**src/rtl/program_loader_if.sv**
```systemverilog
// program_loader_if: host handshake, RAM write port and status bus; slave modport faces the loader, master faces host/RAM/CPU side
interface program_loader_if #(
  parameter int RAM_BYTES = 16
);
  localparam int AW = $clog2(RAM_BYTES);
  localparam int CW = $clog2(RAM_BYTES + 1);
  logic          load_mode;
  logic          in_valid;
  logic [7:0]    in_data;
  logic          in_ack;
  logic [AW-1:0] ram_addr;
  logic [7:0]    ram_data;
  logic          ram_we;
  logic          cpu_hold;
  logic [CW-1:0] byte_count;
  logic          done;
  logic          err;
  modport slave (
    input  load_mode, in_valid, in_data,
    output in_ack, ram_addr, ram_data, ram_we, cpu_hold, byte_count, done, err
  );
  modport master (
    output load_mode, in_valid, in_data,
    input  in_ack, ram_addr, ram_data, ram_we, cpu_hold, byte_count, done, err
  );
endinterface

```
**src/rtl/program_loader.sv**
```systemverilog
// program_loader: loads RAM_BYTES host bytes into RAM via synchronized 4-phase handshake while holding the CPU; ports clk, rst, bus (slave)
module program_loader #(
  parameter int RAM_BYTES = 16
) (
  input logic            clk,
  input logic            rst,
  program_loader_if.slave bus
);
  localparam int AW = $clog2(RAM_BYTES);
  localparam int CW = $clog2(RAM_BYTES + 1);
  localparam logic [CW-1:0] FULL_CNT = CW'(RAM_BYTES);
  typedef enum logic [2:0] {IDLE, WAIT, WRITE, ACK, FULL} state_t;
  state_t state;
  logic lm_m, lm_s, v_m, v_s, armed;
  always_ff @(posedge clk) begin
    if (rst) begin
      {lm_m, lm_s, v_m, v_s, armed} <= '0;
      state <= IDLE;
      bus.in_ack <= 1'b0;
      bus.ram_addr <= '0;
      bus.ram_data <= '0;
      bus.ram_we <= 1'b0;
      bus.cpu_hold <= 1'b0;
      bus.byte_count <= '0;
      bus.done <= 1'b0;
      bus.err <= 1'b0;
    end else begin
      lm_m <= bus.load_mode;
      lm_s <= lm_m;
      v_m <= bus.in_valid;
      v_s <= v_m;
      bus.ram_we <= 1'b0;
      case (state)
        IDLE: if (lm_s) begin
          state <= WAIT;
          armed <= 1'b0;
          bus.byte_count <= '0;
          bus.done <= 1'b0;
          bus.err <= 1'b0;
          bus.cpu_hold <= 1'b1;
        end
        WAIT: if (!lm_s) begin
          state <= IDLE;
          bus.cpu_hold <= 1'b0;
        end else if (v_s && armed) begin
          state <= WRITE;
          bus.ram_data <= bus.in_data;
          bus.ram_addr <= bus.byte_count[AW-1:0];
          bus.ram_we <= 1'b1;
        end else if (!v_s) begin
          armed <= 1'b1;
        end
        WRITE: begin
          state <= ACK;
          bus.byte_count <= bus.byte_count + CW'(1);
          bus.in_ack <= 1'b1;
        end
        ACK: if (!v_s) begin
          bus.in_ack <= 1'b0;
          state <= (bus.byte_count == FULL_CNT) ? FULL : WAIT;
          bus.done <= (bus.byte_count == FULL_CNT);
        end
        FULL: if (!lm_s) begin
          state <= IDLE;
          bus.cpu_hold <= 1'b0;
          bus.in_ack <= 1'b0;
        end else begin
          bus.in_ack <= v_s;
          bus.err <= bus.err | v_s;
        end
        default: state <= IDLE;
      endcase
    end
  end
endmodule
```
**src/flat_wrapper.sv**
```systemverilog
// flat-port wrapper written by rule: the top's interface ports become plain ports
module program_loader_flat 
#(
  parameter int RAM_BYTES = 16
)
  (clk, rst, bus_load_mode, bus_in_valid, bus_in_data, bus_in_ack, bus_ram_addr, bus_ram_data, bus_ram_we, bus_cpu_hold, bus_byte_count, bus_done, bus_err);
  program_loader_if #(.RAM_BYTES(RAM_BYTES)) bus_i ();
  input logic clk;
  input logic rst;
  input wire logic [$bits(bus_i.load_mode)-1:0] bus_load_mode;
  input wire logic [$bits(bus_i.in_valid)-1:0] bus_in_valid;
  input wire logic [$bits(bus_i.in_data)-1:0] bus_in_data;
  output wire logic [$bits(bus_i.in_ack)-1:0] bus_in_ack;
  output wire logic [$bits(bus_i.ram_addr)-1:0] bus_ram_addr;
  output wire logic [$bits(bus_i.ram_data)-1:0] bus_ram_data;
  output wire logic [$bits(bus_i.ram_we)-1:0] bus_ram_we;
  output wire logic [$bits(bus_i.cpu_hold)-1:0] bus_cpu_hold;
  output wire logic [$bits(bus_i.byte_count)-1:0] bus_byte_count;
  output wire logic [$bits(bus_i.done)-1:0] bus_done;
  output wire logic [$bits(bus_i.err)-1:0] bus_err;
  assign bus_i.load_mode = bus_load_mode;
  assign bus_i.in_valid = bus_in_valid;
  assign bus_i.in_data = bus_in_data;
  assign bus_in_ack = bus_i.in_ack;
  assign bus_ram_addr = bus_i.ram_addr;
  assign bus_ram_data = bus_i.ram_data;
  assign bus_ram_we = bus_i.ram_we;
  assign bus_cpu_hold = bus_i.cpu_hold;
  assign bus_byte_count = bus_i.byte_count;
  assign bus_done = bus_i.done;
  assign bus_err = bus_i.err;
  program_loader #(.RAM_BYTES(RAM_BYTES)) u_core (.clk(clk), .rst(rst), .bus(bus_i));
endmodule
```
**config.mk**
```make
export PLATFORM = sky130hd
export DESIGN_NAME = program_loader_flat
export DESIGN_NICKNAME = d
export VERILOG_FILES = /design/src/rtl/program_loader_if.sv /design/src/rtl/program_loader.sv /design/src/flat_wrapper.sv
export SDC_FILE = /design/constraint.sdc
export NUM_CORES = 1
export LEC_CHECK = 0
export CAP_MARGIN = 20
export CORE_UTILIZATION = 51
export DETAILED_ROUTE_END_ITERATION = 7
export PLACE_DENSITY = 0.89
export REMOVE_ABC_BUFFERS = 1
export SYNTH_ARGS = -nofsm -noshare
export SYNTH_HDL_FRONTEND = slang
export SYNTH_SLANG_ARGS = --single-unit
```
**constraint.sdc**
```tcl
create_clock -name clk -period 2.25 [get_ports clk]
set_input_delay 0.45 -clock clk [delete_from_list [all_inputs] [get_ports clk]]
set_output_delay 0.45 -clock clk [all_outputs]
set_load 0.01 [all_outputs]
```
==> reports/qor.csv, run 1 <==
stage;metric;value;unit
routing;dr_wl_met3;133;um
layout;nNetsFinal;197;
status;outcome;completed;
grt;grt_max_degree;33;
routing;vias;1261;
layout;drive_above_1_share;7.61;%
power;p_total;1.05;mW
synth;ys_seq_area_share;44.1;%
placed_design;dpl.hpwl;2080;um
placed_design;numPortBuffers;33;
hold_path;holdPathEnd;u_core.lm_s$_SDFF_PP0_;
power;cellPowerDensity;609;nW/um^2
sta;fin_crit_sh;80.8;%
synth;ys.flop_type;dfxtp_1;
synth;synthDistinctLibCells;39;
sta;rsz0062_at_grt;no;
setup_path;slowest_stage;clkdlybuf4s50_1;
placed_design;dp.cells;206;
routing;drt-initial-drc-count;34;
clock_network;cts_hold_buf;0;
routing;drt_wl_total;3050;um
layout;fill_cells;196;
sta;fin_tns_setup;0;ps
routing;drc;0;
sta;setup_viol;0;
power;ir_worst_vdd;0.471;mV
job;cap_violations;0;
setup_path;path_cells;clkdlybuf4s50_1;
routing;wl_met2;1530;um
clock_network;cts_root_buf;clkbuf_4;
setup_path;slowest_delay;580;ps
synth;yosysTopAreaCellShare;44.1;%
clock_network;path_clk_slew;90;ps
setup_path;crit_path_start_kind;register;
routing;wl_met1;1320;um
floorplanning;die_h;53.7;um
setup_path;r2r_start;u_core.state[0]$_SDFFE_PP0P_;
clock_network;cts_buffer_depth;2;
synth;synth_edf_count;0;
clock_network;insertion_delay;330;ps
clock_network;cts_tree;done;
setup_path;ff2ff_path_depth;3;
synth;ys_async_sr_fraction;0;%
hold_path;hold_start;u_core.lm_m$_SDFF_PP0_;
grt;grt_pass1_wl;4860;um
grt;grt_pass1_vias;1072;
clock_network;htree_levels;2;
synth;synth_area_leaders;dfxtp_1, a21oi_1, o21ai_0;
grt;gr-usage-all-layers;23.8;%
sta;finalClockSkew;11.8;ps
setup_path;critical_path_arrival;1370;ps
synth;ys_ff_latch;30;
placed_design;gp_congestion;0.804;
setup_path;endpoint_kind;primary output;
grt;grt_overflow;0;
setup_path;crit_fanout;7;
floorplanning;start_util;54.5;%
setup_path;cp.required;1800;ps
placed_design;postPlaceCellArea;1660;sq um
synth;yosys.area.top_type;dfxtp_1;
clock_network;cts_sinks;30;
setup_path;crit_family;buffers and inverters;
power;leakage;0.614;nW
routing;ant_nets;0;
clock_network;ctsResizeCount;0;
sta;worst_slew_pin_slew;559;ps
routing;firstDrtPassIters;4;
synth;avgSynthCellArea;8.78;sq um
synth;ys_warn_count;0;
setup_path;worstReg2RegEnd;u_core.state[1]$_SDFFE_PP0P_;
synth;netlist_area;1360;sq um
layout;utilization;68.8;%
setup_path;rrSetupSlack;610;ps
synth;netlist_instances;155;
layout;final_cells;214;
routing;vias_per_cell;5.89;
layout;design_area;1720;sq um
setup_path;cp.buffers_inverters;1;
layout;area_growth;26.3;%
floorplanning;die_w;53.7;um
sta;period_minus_slack;1820;ps
floorplanning;pin_count;34;
floorplanning;core-area;2500;sq um
floorplanning;dieArea;2880;sq um
hold_path;holdPathStages;1;
clock_network;cts_buffers;5;
setup_path;worstSetupPathType;register to primary output;
layout;diodes;0;
clock_network;post_cts_buffers;0;
sta;hold_violations;0;
sta;fmax;550;MHz
routing;top_layer;met4;
routing;wl_per_cell;14.2;um
sta;slew_headroom;62.7;%
sta;slew_viol_final;0;
floorplanning;placementRows;18;
hold_path;hp-class;register to register;
grt;grt_antenna_before_repair;0;
[cells in the final DEF (no fill, tap or decap), drive strengths merged]
cell type and n:
a41oi 1, nor3 3, dfxtp 30, a22o 1
or2 2, o21ai 18, buf 1, nor2 5
a211o 1, and2 1, nor4b 1, a31oi 1
a211oi 3, inv 6, clkinv 1, nand2b 2
a2111oi 1, clkdlybuf4s50 33, and4bb 1, nand4bb 2
nor2b 7, a21o 2, or3 1, a21oi 20
nand2 5, mux2i 2, o22ai 1, a221oi 1
nand3 16, o32ai 2, xnor2 1, clkbuf 7
nand3b 2, ha 2, or3b 1
[cell type report]
| class | instances | area (sq um) | share of cell area [%] |
|---|---|---|---|
| Clock buffer | 7 | 55.1 | 3.20 |
| Inverter | 6 | 22.5 | 1.31 |
| Tap cell | 30 | 37.5 | 2.18 |
| Timing Repair Buffer | 34 | 338 | 19.7 |
| Clock inverter | 1 | 5.00 | 0.291 |
| Sequential cell | 30 | 601 | 34.9 |
| Multi-Input combinational cell | 106 | 661 | 38.4 |
[metal layers]
| layer | track usage [%] | vias to the layer above |
|---|---|---|
| met5 | 0 | - |
| met2 | 36.0 | 39 |
| met4 | 14.0 | 0 |
| met3 | 7.63 | 12 |
| li1 | - | 613 |
| met1 | 29.3 | 597 |
[power by group]
group / total, mW / internal [mW] / switching (mW)
clock network: 0.331 / 0.151 / 0.180
registers: 0.583 / 0.547 / 0.0358
logic: 0.133 / 0.0683 / 0.0647
total: 1.05 / 0.766 / 0.280
[through the flow]
step	hold slack [ps]	setup WS [ps]
3_5_place_dp	431	636
3_3_place_gp	420	680
2_1_floorplan	414	864
6_report	449	431
4_1_cts	452	416
5_1_grt	460	352
[synthesized netlist by cell type, types with 2 or more instances]
master     number
buf_2           4
or2_2           2
inv_1           6
nand2b_1        2
nor2b_1         7
nand2_1         5
nor2_1          5
nand3_1        16
dfxtp_1        30
nand4bb_1       2
a21o_1          2
clkbuf_1        3
buf_4           2
o32ai_1         2
o21ai_0        17
ha_1            2
buf_6           2
mux2i_1         2
nor3_1          3
a211oi_1        3
a21oi_1        20
[worst max path at each step]
stage / startpoint / end / slack [ps] / depth (start not counted)
after floorplan: u_core.state[0]$_SDFFE_PP0P_ / u_core.state[1]$_SDFFE_PP0P_ / 860 / 3
final: u_core.bus.byte_count[3]$_SDFFE_PP0P_ / bus_byte_count[3] / 430 / 1
after global routing: u_core.bus.byte_count[2]$_SDFFE_PP0P_ / bus_byte_count[2] / 350 / 1
after CTS: u_core.bus.byte_count[3]$_SDFFE_PP0P_ / bus_byte_count[3] / 420 / 1
after detailed placement: rst / u_core.bus.byte_count[4]$_SDFFE_PP0P_ / 640 / 4
after global placement: rst / u_core.bus.byte_count[4]$_SDFFE_PP0P_ / 680 / 4
[sequential cells by signal, indices dropped and copies added (netlist names)]
register               flops
u_core.bus.ram_data        8
u_core.bus.byte_count      5
u_core.bus.ram_addr        4
u_core.state               3
u_core.armed               1
u_core.bus.cpu_hold        1
u_core.bus.done            1
u_core.bus.err             1
u_core.bus.in_ack          1
u_core.bus.ram_we          1
u_core.lm_m                1
u_core.lm_s                1
u_core.v_m                 1
u_core.v_s                 1
[cell families (layout without fill, tap and decap cells)]
group	count (synthesis)	after routing	synth area share [%]
buffers and inverters	19	48	7.35
and+or+nand+nor	49	49	22.0
AOI/OAI and AO/OA	52	52	22.6
xor gates and xnor gates	1	1	0.643
DFF	30	30	44.1
muxes	2	2	1.47
adders and majority gates	2	2	1.84
(Power assumes the default switching activity.)
==> run 2: changes to the inputs <==
Settings changed: CORE_UTILIZATION 51 to 43, PLACE_DENSITY 0.89 to 0.81.
Clock period 2.25 ns to 1.52 ns, I/O delays scaled along.
==> reports/qor.csv, run 2 (same netlist as run 1, synthesis figures left out) <==
stage;metric;value;unit;change
sta;period_minus_slack;1460;ps;
power;power.internal;1.14;mW;+49%
setup_path;slowest_delay;520;ps;-60 ps
setup_path;cp.buffers_inverters;1;;unchanged
clock_network;path_clk_slew;100;ps;about the same
layout;drive_above_1_share;14.1;%;+6.5 points
job;cap_violations;0;;unchanged
layout;layout_commonest_cell;dfxtp_1;;
floorplanning;placementRows;20;;+2
grt;gr-usage-all-layers;19.6;%;-4.2 points
sta;slew_headroom;71.6;%;+9.0 points
sta;fin_crit_sh;96.1;%;
setup_path;critical_path_arrival;1160;ps;-210 ps
layout;utilization;59.2;%;-9.6 points
clock_network;cts_hold_buf;0;;unchanged
placed_design;dp_slack;86.7;ps;-549 ps
power;seq_power_share;54.2;%;-1.5 points
grt;grt_antenna_before_repair;0;;unchanged
grt;grt_pass1_vias;1103;;+2.9%
power;p_total;1.58;mW;+51%
setup_path;slowest_stage;clkdlybuf4s50_1;;
routing;wl_met1;1430;um;+8.1%
sta;slew_viol_final;0;;unchanged
layout;area_growth;31.6;%;
layout;design_area;1790;sq um;+4.2%
clock_network;post_cts_buffers;0;;unchanged
sta;fmax;684;MHz;
layout;seqCellArea;606;sq um;+0.83%
power;comb_power_share;13.8;%;+1.1 points
layout;diodes;0;;unchanged
routing;firstDrtPassIters;5;;+1
clock_network;cts_root_buf;clkbuf_4;;
routing;dr_wl_met3;187;um;+41%
routing;wl_per_cell;13.1;um;-8.1%
placed_design;numPortBuffers;33;;unchanged
clock_network;cts_buffer_depth;2;;unchanged
setup_path;crit_path_start_kind;register;;
sta;whs;453;ps;+3.88 ps
setup_path;crit_fanout;1;;-6
clock_network;ctsResizeCount;20;;+20
clock_network;insertion_delay;330;ps;about the same
floorplanning;start_util;45.0;%;-9.5 points
sta;layout_setup_ws;58.7;ps;-372 ps
layout;reg_top3;u_core.bus.ram_data: 8 flops, u_core.bus.byte_count: 5 flops, u_core.bus.ram_addr: 4 flops;;
routing;vias_per_cell;5.38;;-8.7%
routing;drt-initial-drc-count;58;;+71%
setup_path;crit_family;buffers and inverters;;
floorplanning;pin_count;34;;unchanged
routing;drt_wl_total;3070;um;+0.89%
grt;grt_max_degree;14;;-58%
clock_network;cts_buffers;5;;unchanged
layout;final_cell_mix;dfxtp_1, a21oi_1, o21ai_0, dlygate4sd2_1, nand3_1;;
setup_path;cp.required;1220;ps;-580 ps
floorplanning;dieArea;3390;sq um;+18%
sta;fin_tns_setup;0;ps;unchanged
routing;wl_met2;1440;um;-5.6%
sta;rsz0062_at_grt;no;;
power;leakage;0.808;nW;+32%
grt;grt_overflow;0;;unchanged
power;switchingPower;0.435;mW;+55%
clock_network;cts_sinks;30;;unchanged
floorplanning;die_w;58.3;um;+8.6%
power;swShare;27.6;%;+0.86 points
floorplanning;die_h;58.3;um;+8.6%
routing;vias;1264;;+0.24%
setup_path;path_cells;clkdlybuf4s50_1;;
layout;nNetsFinal;204;;+3.6%
layout;multiInputGateArea;666;sq um;+0.76%
layout;fill_cells;268;;+37%
sta;finalClockSkew;7.63;ps;-4.18 ps
clock_network;cts_tree;done;;
layout;largest_reg_flops;8;;unchanged
placed_design;dpl.hpwl;2180;um;+4.9%
routing;ant_nets;0;;unchanged
routing;top_layer;met4;;
placed_design;dp.cells;227;;+10%
sta;worst_slew_pin_slew;424;ps;-135 ps
placed_design;gp_congestion;0.824;;+2.4%
sta;hold_violations;0;;unchanged
power;cellPowerDensity;879;nW/um^2;+44%
sta;setup_viol;0;;unchanged
layout;top_register;u_core.bus.ram_data;;
setup_path;worstSetupPathType;register to primary output;;
placed_design;postPlaceCellArea;1730;sq um;+4.2%
grt;grt_pass1_wl;5060;um;+4.0%
power;p_clk_share;32.0;%;+0.4 points
status;outcome;completed;;
setup_path;endpoint_kind;primary output;;
routing;drc;0;;unchanged
clock_network;htree_levels;2;;unchanged
floorplanning;core-area;3030;sq um;+21%
hold_path;hp-class;register to register;;
layout;final_cells;235;;+9.8%
setup_path;rrSetupSlack;130;ps;-480 ps
power;ir_worst_vdd;0.519;mV;+10%
[run 2: cell count changes in the layout (fill, tap and decap cells not counted)]
| cell | before | now |
|---|---|---|
| nand4bb_1 | 2 | 1 |
| dlygate4sd2_1 | 0 | 17 |
| buf_4 | 1 | 8 |
| dfxtp_1 | 30 | 26 |
| dlymetal6s2s_1 | 0 | 4 |
| clkbuf_1 | 1 | 0 |
| clkdlybuf4s50_1 | 33 | 12 |
| nand4bb_2 | 0 | 1 |
| clkinvlp_4 | 0 | 1 |
| dfxtp_2 | 0 | 4 |
[run 2: path summary, 6_finish.rpt]
kind,startpoint,end,cells after the start
worst min register to register,u_core.lm_m$_SDFF_PP0_,u_core.lm_s$_SDFF_PP0_,1
worst max-delay path,u_core.bus.ram_we$_SDFF_PP0_,bus_ram_we,1
worst min-delay path,u_core.lm_m$_SDFF_PP0_,u_core.lm_s$_SDFF_PP0_,1
worst max register to register,u_core.state[1]$_SDFFE_PP0P_,u_core.bus.in_ack$_SDFFE_PP0P_,4
[run 2: layer usage]
| layer | up-vias | GRT usage [%] |
|---|---|---|
| li1 | 626 | - |
| met1 | 570 | 27.3 |
| met2 | 64 | 29.1 |
| met3 | 4 | 6.03 |
| met4 | 0 | 6.12 |
| met5 | - | 0 |
[run 2: area by class of cell]
type,instances,share of cell area (%)
Timing Repair Buffer,41,21.2
Clock inverter,2,0.698
Sequential cell,30,33.8
Tap cell,44,3.07
Multi-Input combinational cell,106,37.2
Inverter,6,1.26
Clock buffer,6,2.86
[run 2: power by group through the flow]
stage | registers (mW) | clock network [mW] | logic [mW]
2_1_floorplan | 0.870 | 0 | 0.114
3_3_place_gp | 0.868 | 0 | 0.214
3_5_place_dp | 0.869 | 0 | 0.218
4_1_cts | 0.850 | 0.522 | 0.214
5_1_grt | 0.859 | 0.554 | 0.237
6_report | 0.854 | 0.505 | 0.217
